===== config.mk =====
export PLATFORM = sky130hd
export DESIGN_NAME = multilane_serializer
export DESIGN_NICKNAME = d
export VERILOG_FILES = /design/src/rtl/serializer_pkg.sv /design/src/rtl/ser_beat_counter.sv /design/src/rtl/multilane_serializer.sv
export SDC_FILE = /design/constraint.sdc
export NUM_CORES = 1
export LEC_CHECK = 0
export BUFFER_PORTS_ARGS = -buffer_cell sky130_fd_sc_hd__buf_2
export CAP_MARGIN = 10
export CORE_MARGIN = 2
export CORE_UTILIZATION = 30
export DETAILED_ROUTE_END_ITERATION = 10
export PLACE_DENSITY_LB_ADDON = 0.15
export SYNTH_ARGS = -nofsm -noshare
export SYNTH_HDL_FRONTEND = slang
export SYNTH_SLANG_ARGS = --single-unit
export TNS_END_PERCENT = 1

===== constraint.sdc =====
create_clock -name clk -period 2.2 [get_ports clk]
set_input_delay 0.44 -clock clk [delete_from_list [all_inputs] [get_ports clk]]
set_output_delay 0.44 -clock clk [all_outputs]
set_load 0.1 [all_outputs]

===== src/rtl/serializer_pkg.sv =====
// Shared types and sizing helpers for the multilane serializer.
// Sizing functions are evaluated at elaboration time from the WIDTH/LANES parameters.
package serializer_pkg;

    typedef enum logic {
        IDLE  = 1'b0,
        SHIFT = 1'b1
    } ser_state_e;

    function automatic int calc_beats(input int width, input int lanes);
        return width / lanes;
    endfunction

    // A single-beat word still needs a one-bit counter so the port never collapses to zero width.
    function automatic int calc_cnt_width(input int width, input int lanes);
        int beats;
        beats = width / lanes;
        return (beats <= 1) ? 1 : $clog2(beats);
    endfunction

endpackage


===== src/rtl/ser_beat_counter.sv =====
// Modulo-BEATS beat counter with a last-beat flag.
// The counter holds while disabled and wraps to zero after the last beat.
module ser_beat_counter #(
    parameter int BEATS = 32,
    parameter int CNT_W = 5
) (
    input  logic             clk,
    input  logic             reset,
    input  logic             enable_i,
    output logic [CNT_W-1:0] count_o,
    output logic             last_o
);

    logic [CNT_W-1:0] count_q;
    logic [CNT_W-1:0] count_d;

    assign last_o  = (count_q == CNT_W'(BEATS - 1));
    assign count_o = count_q;

    // NOTE: always_comb assigns its default first, so no path leaves count_d unassigned and no latch is inferred.
    always_comb begin
        count_d = count_q;
        if (enable_i) begin
            count_d = last_o ? '0 : count_q + CNT_W'(1);
        end
    end

    // NOTE: sequential state uses non-blocking assignments so every flop samples pre-edge values.
    always_ff @(posedge clk) begin
        if (reset) begin
            count_q <= '0;
        end else begin
            count_q <= count_d;
        end
    end

endmodule


===== src/rtl/multilane_serializer.sv =====
// Parallel-to-serial converter: one shift register plus a one-deep holding register,
// emitting WIDTH/LANES beats per word with back-to-back streaming.
module multilane_serializer
    import serializer_pkg::*;
#(
    parameter int WIDTH     = 32,
    parameter int LANES     = 1,
    parameter bit MSB_FIRST = 1'b0
) (
    input  logic             clk,
    input  logic             reset,
    input  logic             write_enable,
    input  logic [WIDTH-1:0] data_in,
    output logic             ready,
    output logic [LANES-1:0] serial_data_out,
    output logic             serial_valid,
    output logic             frame_start
);

    localparam int BEATS = calc_beats(WIDTH, LANES);
    localparam int CNT_W = calc_cnt_width(WIDTH, LANES);

    ser_state_e       state_q, state_d;
    logic [WIDTH-1:0] shift_q, shift_d;
    logic [WIDTH-1:0] hold_q, hold_d;
    logic             hold_valid_q, hold_valid_d;
    logic             ready_q;
    logic             accept;
    logic             last_beat;
    logic [CNT_W-1:0] count;
    logic [LANES-1:0] lane_bits;

    ser_beat_counter #(
        .BEATS (BEATS),
        .CNT_W (CNT_W)
    ) u_beat_counter (
        .clk      (clk),
        .reset    (reset),
        .enable_i (state_q == SHIFT),
        .count_o  (count),
        .last_o   (last_beat)
    );

    assign accept = write_enable && ready_q;

    always_comb begin
        state_d      = state_q;
        shift_d      = shift_q;
        hold_d       = hold_q;
        hold_valid_d = hold_valid_q;
        unique case (state_q)
            IDLE: begin
                if (accept) begin
                    shift_d = data_in;
                    state_d = SHIFT;
                end
            end
            SHIFT: begin
                if (last_beat) begin
                    // Word boundary: refill from holding first, then straight from the input, else drain.
                    if (hold_valid_q) begin
                        shift_d      = hold_q;
                        hold_valid_d = 1'b0;
                    end else if (accept) begin
                        shift_d = data_in;
                    end else begin
                        state_d = IDLE;
                    end
                end else begin
                    shift_d = MSB_FIRST ? (shift_q << LANES) : (shift_q >> LANES);
                    if (accept) begin
                        hold_d       = data_in;
                        hold_valid_d = 1'b1;
                    end
                end
            end
            default: state_d = IDLE;
        endcase
    end

    always_ff @(posedge clk) begin
        if (reset) begin
            state_q      <= IDLE;
            hold_valid_q <= 1'b0;
            ready_q      <= 1'b1;
        end else begin
            state_q      <= state_d;
            hold_valid_q <= hold_valid_d;
            ready_q      <= !hold_valid_d;
        end
    end

    // NOTE: payload registers are not reset; state and the valid flag alone decide whether their contents matter.
    always_ff @(posedge clk) begin
        shift_q <= shift_d;
        hold_q  <= hold_d;
    end

    always_comb begin
        lane_bits = '0;
        for (int j = 0; j < LANES; j++) begin
            lane_bits[j] = MSB_FIRST ? shift_q[WIDTH-1-j] : shift_q[j];
        end
    end

    assign ready           = ready_q;
    assign serial_valid    = (state_q == SHIFT);
    assign serial_data_out = serial_valid ? lane_bits : '0;
    assign frame_start     = serial_valid && (count == '0);

endmodule


# Word-level counts from Yosys, hierarchy flattened
# Index checks and enable logic that the tools add are counted.
[word_totals]
ff_bits = 72
input_bits = 35
output_inout_bits = 4
wordCells = 28
[op_classes]
addsub = 1
eq_ne = 1
n_mux = 13
n_bitwise = 2
n_reduce_logical = 5
[op_table]
columns = ["op", "count"]
rows = [
  ["two-way mux 32 bit", 3],
  ["one-hot mux 32 bit (2 select lines)", 1],
  ["two-way mux 1 bit", 7],
  ["adder 5 x 1 -> 5 bit (second input constant)", 1],
  ["== test 5 bit (second input constant)", 1],
  ["zero test 5 bit", 1],
  ["two-way mux 5 bit", 1],
  ["AND reduction 3 bit", 1],
  ["logical AND 1 bit", 2],
  ["inverter 1 bit", 2],
  ["one-hot mux 1 bit (2 select lines)", 1],
  ["zero test 1 bit", 1],
]

# Longest topological paths before layout
[depth]
word_depth = 5
mapped_depth = 8
mapped_depth_nobuf = 6

# Modules after synthesis
# Synthesis repeated with hierarchy kept, for this count alone.
[hier_totals]
hier_cells = 253
hier_area_um2 = 2802.7
[by_module_without_submodules]
columns = ["mod", "instances", "cells_per_inst", "area_per_inst_um2", "seq_area_each_um2"]
rows = [
  ["multilane_serializer", 1, 228, 2571.2, 1661.6],
  ["ser_beat_counter", 1, 25, 231.5, 100.1],
]

# Worst setup path after synthesis
# OpenSTA, ideal clock, no wires.
[synth_path]
path_kind = "reg2reg"
startpoint = "reg ready_q (netlist: ready)"
endpoint = "reg hold_q[0] (enable)"
setup_ps = 392
arrival_time_ps = 2336
t_required_ps = 1808
setup_slack_ps = -528
stages_incl_launch_ff = 5
path_buffers = 2
synth_period_minus_slack_ps = 2728
cell_sequence = "dfxtp_1 and2_4 buf_6 buf_6 and3_1"
[synth_between]
elab_chain_cells = 2
[synth_lines]
columns = ["item", "line", "text"]
rows = [
  ["from (decl)", "multilane_serializer.sv:27", "logic ready_q;"],
  ["from (signal assigned)", "multilane_serializer.sv:89", "ready_q <= !hold_valid_d;"],
  ["logical AND 1 bit", "multilane_serializer.sv:44", "assign accept = write_enable && ready_q;"],
  ["AND reduction 3 bit (no line)", "n/a", ""],
  ["to (signal assigned)", "multilane_serializer.sv:96", "hold_q <= hold_d;"],
  ["to (decl)", "multilane_serializer.sv:25", "logic [WIDTH-1:0] hold_q, hold_d;"],
]
# No other way between the ends.
# A chain may end at the register's enable or synchronous reset.

# Worst setup path after layout
[layout_path]
startpoint = "reg u_beat_counter.count_q[0] (netlist: u_beat_counter.count_o[0])"
endpoint = "reg hold_q[0] (enable)"
[layout_between]
elab_chain_cells = 3
[layout_lines]
columns = ["item", "line", "text"]
rows = [
  ["from (decl)", "ser_beat_counter.sv:14", "logic [CNT_W-1:0] count_q;"],
  ["from (signal assigned)", "ser_beat_counter.sv:33", "count_q <= count_d;"],
  ["== test 5 bit", "ser_beat_counter.sv:17", "assign last_o = (count_q == CNT_W'(BEATS - 1));"],
  ["inverter 1 bit (no line)", "n/a", ""],
  ["AND reduction 3 bit (no line)", "n/a", ""],
]
# No other way between the ends.

==> results.md <==
* Final HPWL from detailed placement at 4.22 mm
* Final Cell Area at 3390 um2
* Placement Cell Area at 3240 um2
* Initial antenna violation count at 0
* Die area at 10500 um2
* TritonCTS Sinks at 72
* Util after Layout at 36.4%
* Synth unique cells at 28
* Tcrit/Tclk final at 86.0%
* I/O Pins at 39
* Core box area at 9330 um2
* Routed Antenna Nets at 0
* Mean Syn Cell Area at 11.1 um2
* Endpoints failing setup at 0
* Die height at 102 um
* Vias/cell at 5.02
* Tmin final at 1.89 ns
* DRT Wirelength at 6.94 mm
* Vias after detailed routing at 2185
* Synth Net Count at 301
* Syn Inst Count at 262
* Leak at 1.27 nW
* Final total power at 0.00294 W
* Number of port buffers at 38
* Starting Density at 31.1%
* DRC errors left at 0
* Fin. max-slew vios at 0
* Nets at 340
* WL/cell at 16.0 um
* Peak VDD IR at 0.401 mV
* Gp weighted congestion at 0.682
* CTS buffer count at 9
* Worst-skew pair later-pin latency at 0.34 ns
* WP data arrival at 1.93 ns
* Drt first pass iters at 4
* H-tree level count at 3
* Worst Setup End Kind: flip-flop
* Largest net degree at the start of global routing at 33
* Global-route wire length before repair at 11.4 mm
* Fmax at 529 MHz
* Area delta synth->final at 17.1%
* CTS tree: done
* Hold Buf Count CTS at 0
* RSZ-0062 raised after global routing: false
* Filler cells at 980
* Ant diodes at 0
* Worst-path fanout max at 19
* Die width at 102 um
* Crit path kind: flip-flop to flip-flop
* Post-CTS Setup Inserts at 0
* Least-Margin Pin Slew at 0.484 ns
* Number of DRC markers in iteration 0 at 91
* Total track usage at 14.4%
* CP startpoint kind: flip-flop
* Clock buffer depth at 2
* Relative slew slack at 68.0%
* Resized cells post-CTS at 0
* Number of max-cap violations at 0
* CTS clock-pin slew for the worst setup and hold paths at 0.08 ns
* Row count at 35
* CTS root buf: clkbuf_8
* Sequential share of the synthesized area at 60.8%
* Status: finished clean
* Yosys warns at 0
* CP required at 2.24 ns
* Mapped Area at 2900 um2
* Pwr dens at 866 nW/um2
* Grt ovf at 0
* Number of global-route vias before repair at 2179
* Layout cells sized above 1 at 23.2%
* Final setup skew at 0.0117 ns
* WHS at 0.287 ns
* Setup slack, reg-to-reg at 0.31 ns
* Hold Path Class: input port to flip-flop
* #FFs+latches synth at 72
* Fin. Hold Viols at 0
-- layer usage --
metal	GRT usage (%)	share of wire [%]	routed length [um]	vias to the layer above
met5	0	0	0	-
met4	3.28	0.88	61	0
met3	5.06	4.5	315	7
met2	22.5	45	3130	44
met1	19.4	49	3430	1072
li1	-	-	-	1062
-- per-stage QoR --
stage / worst slack (ns) / setup TNS, ns / cells
after floorplan: -0.199 / -6.37 / 262
after global placement: 0.320 / 0 / 419
after detailed placement: 0.304 / 0 / 419
after CTS: 0.284 / 0 / 435
after global routing: 0.177 / 0 / 435
final: 0.309 / 0 / 435
-- final timing paths --
check,endpoint,cells after the start,startpoint
worst max-delay path,hold_q[0],6,u_beat_counter.count_o[0]
worst min register to register,shift_q[3],2,shift_q[3]
worst max register to register,hold_q[0],6,u_beat_counter.count_o[0]
worst min-delay path,hold_q[6],1,data_in[6]
-- placed cells by master, fill, tap and decap left out, drive strengths merged --
master	netlist	layout
a21oi	3	3
a31oi	1	1
a32oi	31	31
and2	3	3
and3	2	2
and4b	1	1
buf	19	50
clkbuf	3	12
clkinv	0	3
clkinvlp	0	1
dfxtp	40	40
edfxtp	32	32
ha	4	4
inv	4	4
mux2	1	1
mux2i	3	3
nand2	68	68
nand3	1	1
nand4	2	2
nor2	7	7
nor3b	1	1
nor4bb	1	1
o21ai	3	3
o22ai	31	31
o2bb2ai	1	1
-- final cells by class --
type                            count  area, um2  share of cell area, %
Clock buffer                       12        135                   3.98
Timing Repair Buffer               50        323                   9.51
Inverter                            4       15.0                  0.442
Tap cell                          129        161                   4.76
Sequential cell                    72       1760                   52.0
Multi-Input combinational cell    164        973                   28.7
Clock inverter                      4       22.5                  0.664
-- cell usage after synthesis --
| cell type | count | share of area [%] |
|---|---|---|
| mux2_4 | 1 | 0.52 |
| o21ai_2 | 1 | 0.30 |
| o2bb2ai_1 | 1 | 0.30 |
| clkbuf_1 | 3 | 0.39 |
| and2_4 | 1 | 0.30 |
| buf_4 | 8 | 2.1 |
| dfxtp_1 | 40 | 28 |
| a21oi_1 | 3 | 0.52 |
| buf_6 | 4 | 1.6 |
| buf_2 | 7 | 1.2 |
| edfxtp_1 | 32 | 33 |
| and2_1 | 2 | 0.43 |
| nand2_1 | 68 | 8.8 |
| nand3_1 | 1 | 0.17 |
| a32oi_1 | 31 | 9.4 |
| ha_1 | 4 | 1.7 |
| nand4_1 | 2 | 0.43 |
| and3_1 | 2 | 0.43 |
| nor3b_1 | 1 | 0.26 |
| and4b_1 | 1 | 0.35 |
| mux2i_1 | 3 | 1.0 |
| a31oi_1 | 1 | 0.22 |
| o22ai_1 | 31 | 6.7 |
| nor2_1 | 7 | 0.91 |
| inv_1 | 3 | 0.39 |
| o21ai_0 | 2 | 0.35 |
| inv_2 | 1 | 0.13 |
| nor4bb_1 | 1 | 0.35 |
-- cell families after synthesis --
group,count (synthesis),share of synthesized area [%]
AND/OR/NAND/NOR,86,12.4
flip-flops,72,60.8
AO/OA/AOI/OAI,70,17.7
buffers and inverters,26,5.74
multiplexers,4,1.55
adder cells (fa/ha/maj),4,1.73
-- registers in the layout (all words and copies together), names as in the netlist, named ones only --
| name | flops |
|---|---|
| hold_q | 32 |
| ready | 1 |
| serial_valid | 1 |
| shift_q | 32 |
| u_beat_counter.count_o | 5 |
-- critical path, stage by stage, from the launching register on --
cell and delay [ns]:
dfxtp_1 0.35, ha_1 0.23, and3_1 0.20, ha_1 0.21
inv_1 0.07, and3_2 0.32, buf_12 0.21
-- power by group --
group / switching (W) / internal (W)
combinational: 0.000251 / 0.000195
sequential: 0.0000775 / 0.00155
clock: 0.000463 / 0.000405
total: 0.000791 / 0.00215
Note: power is estimated with default switching activity, not from simulation.
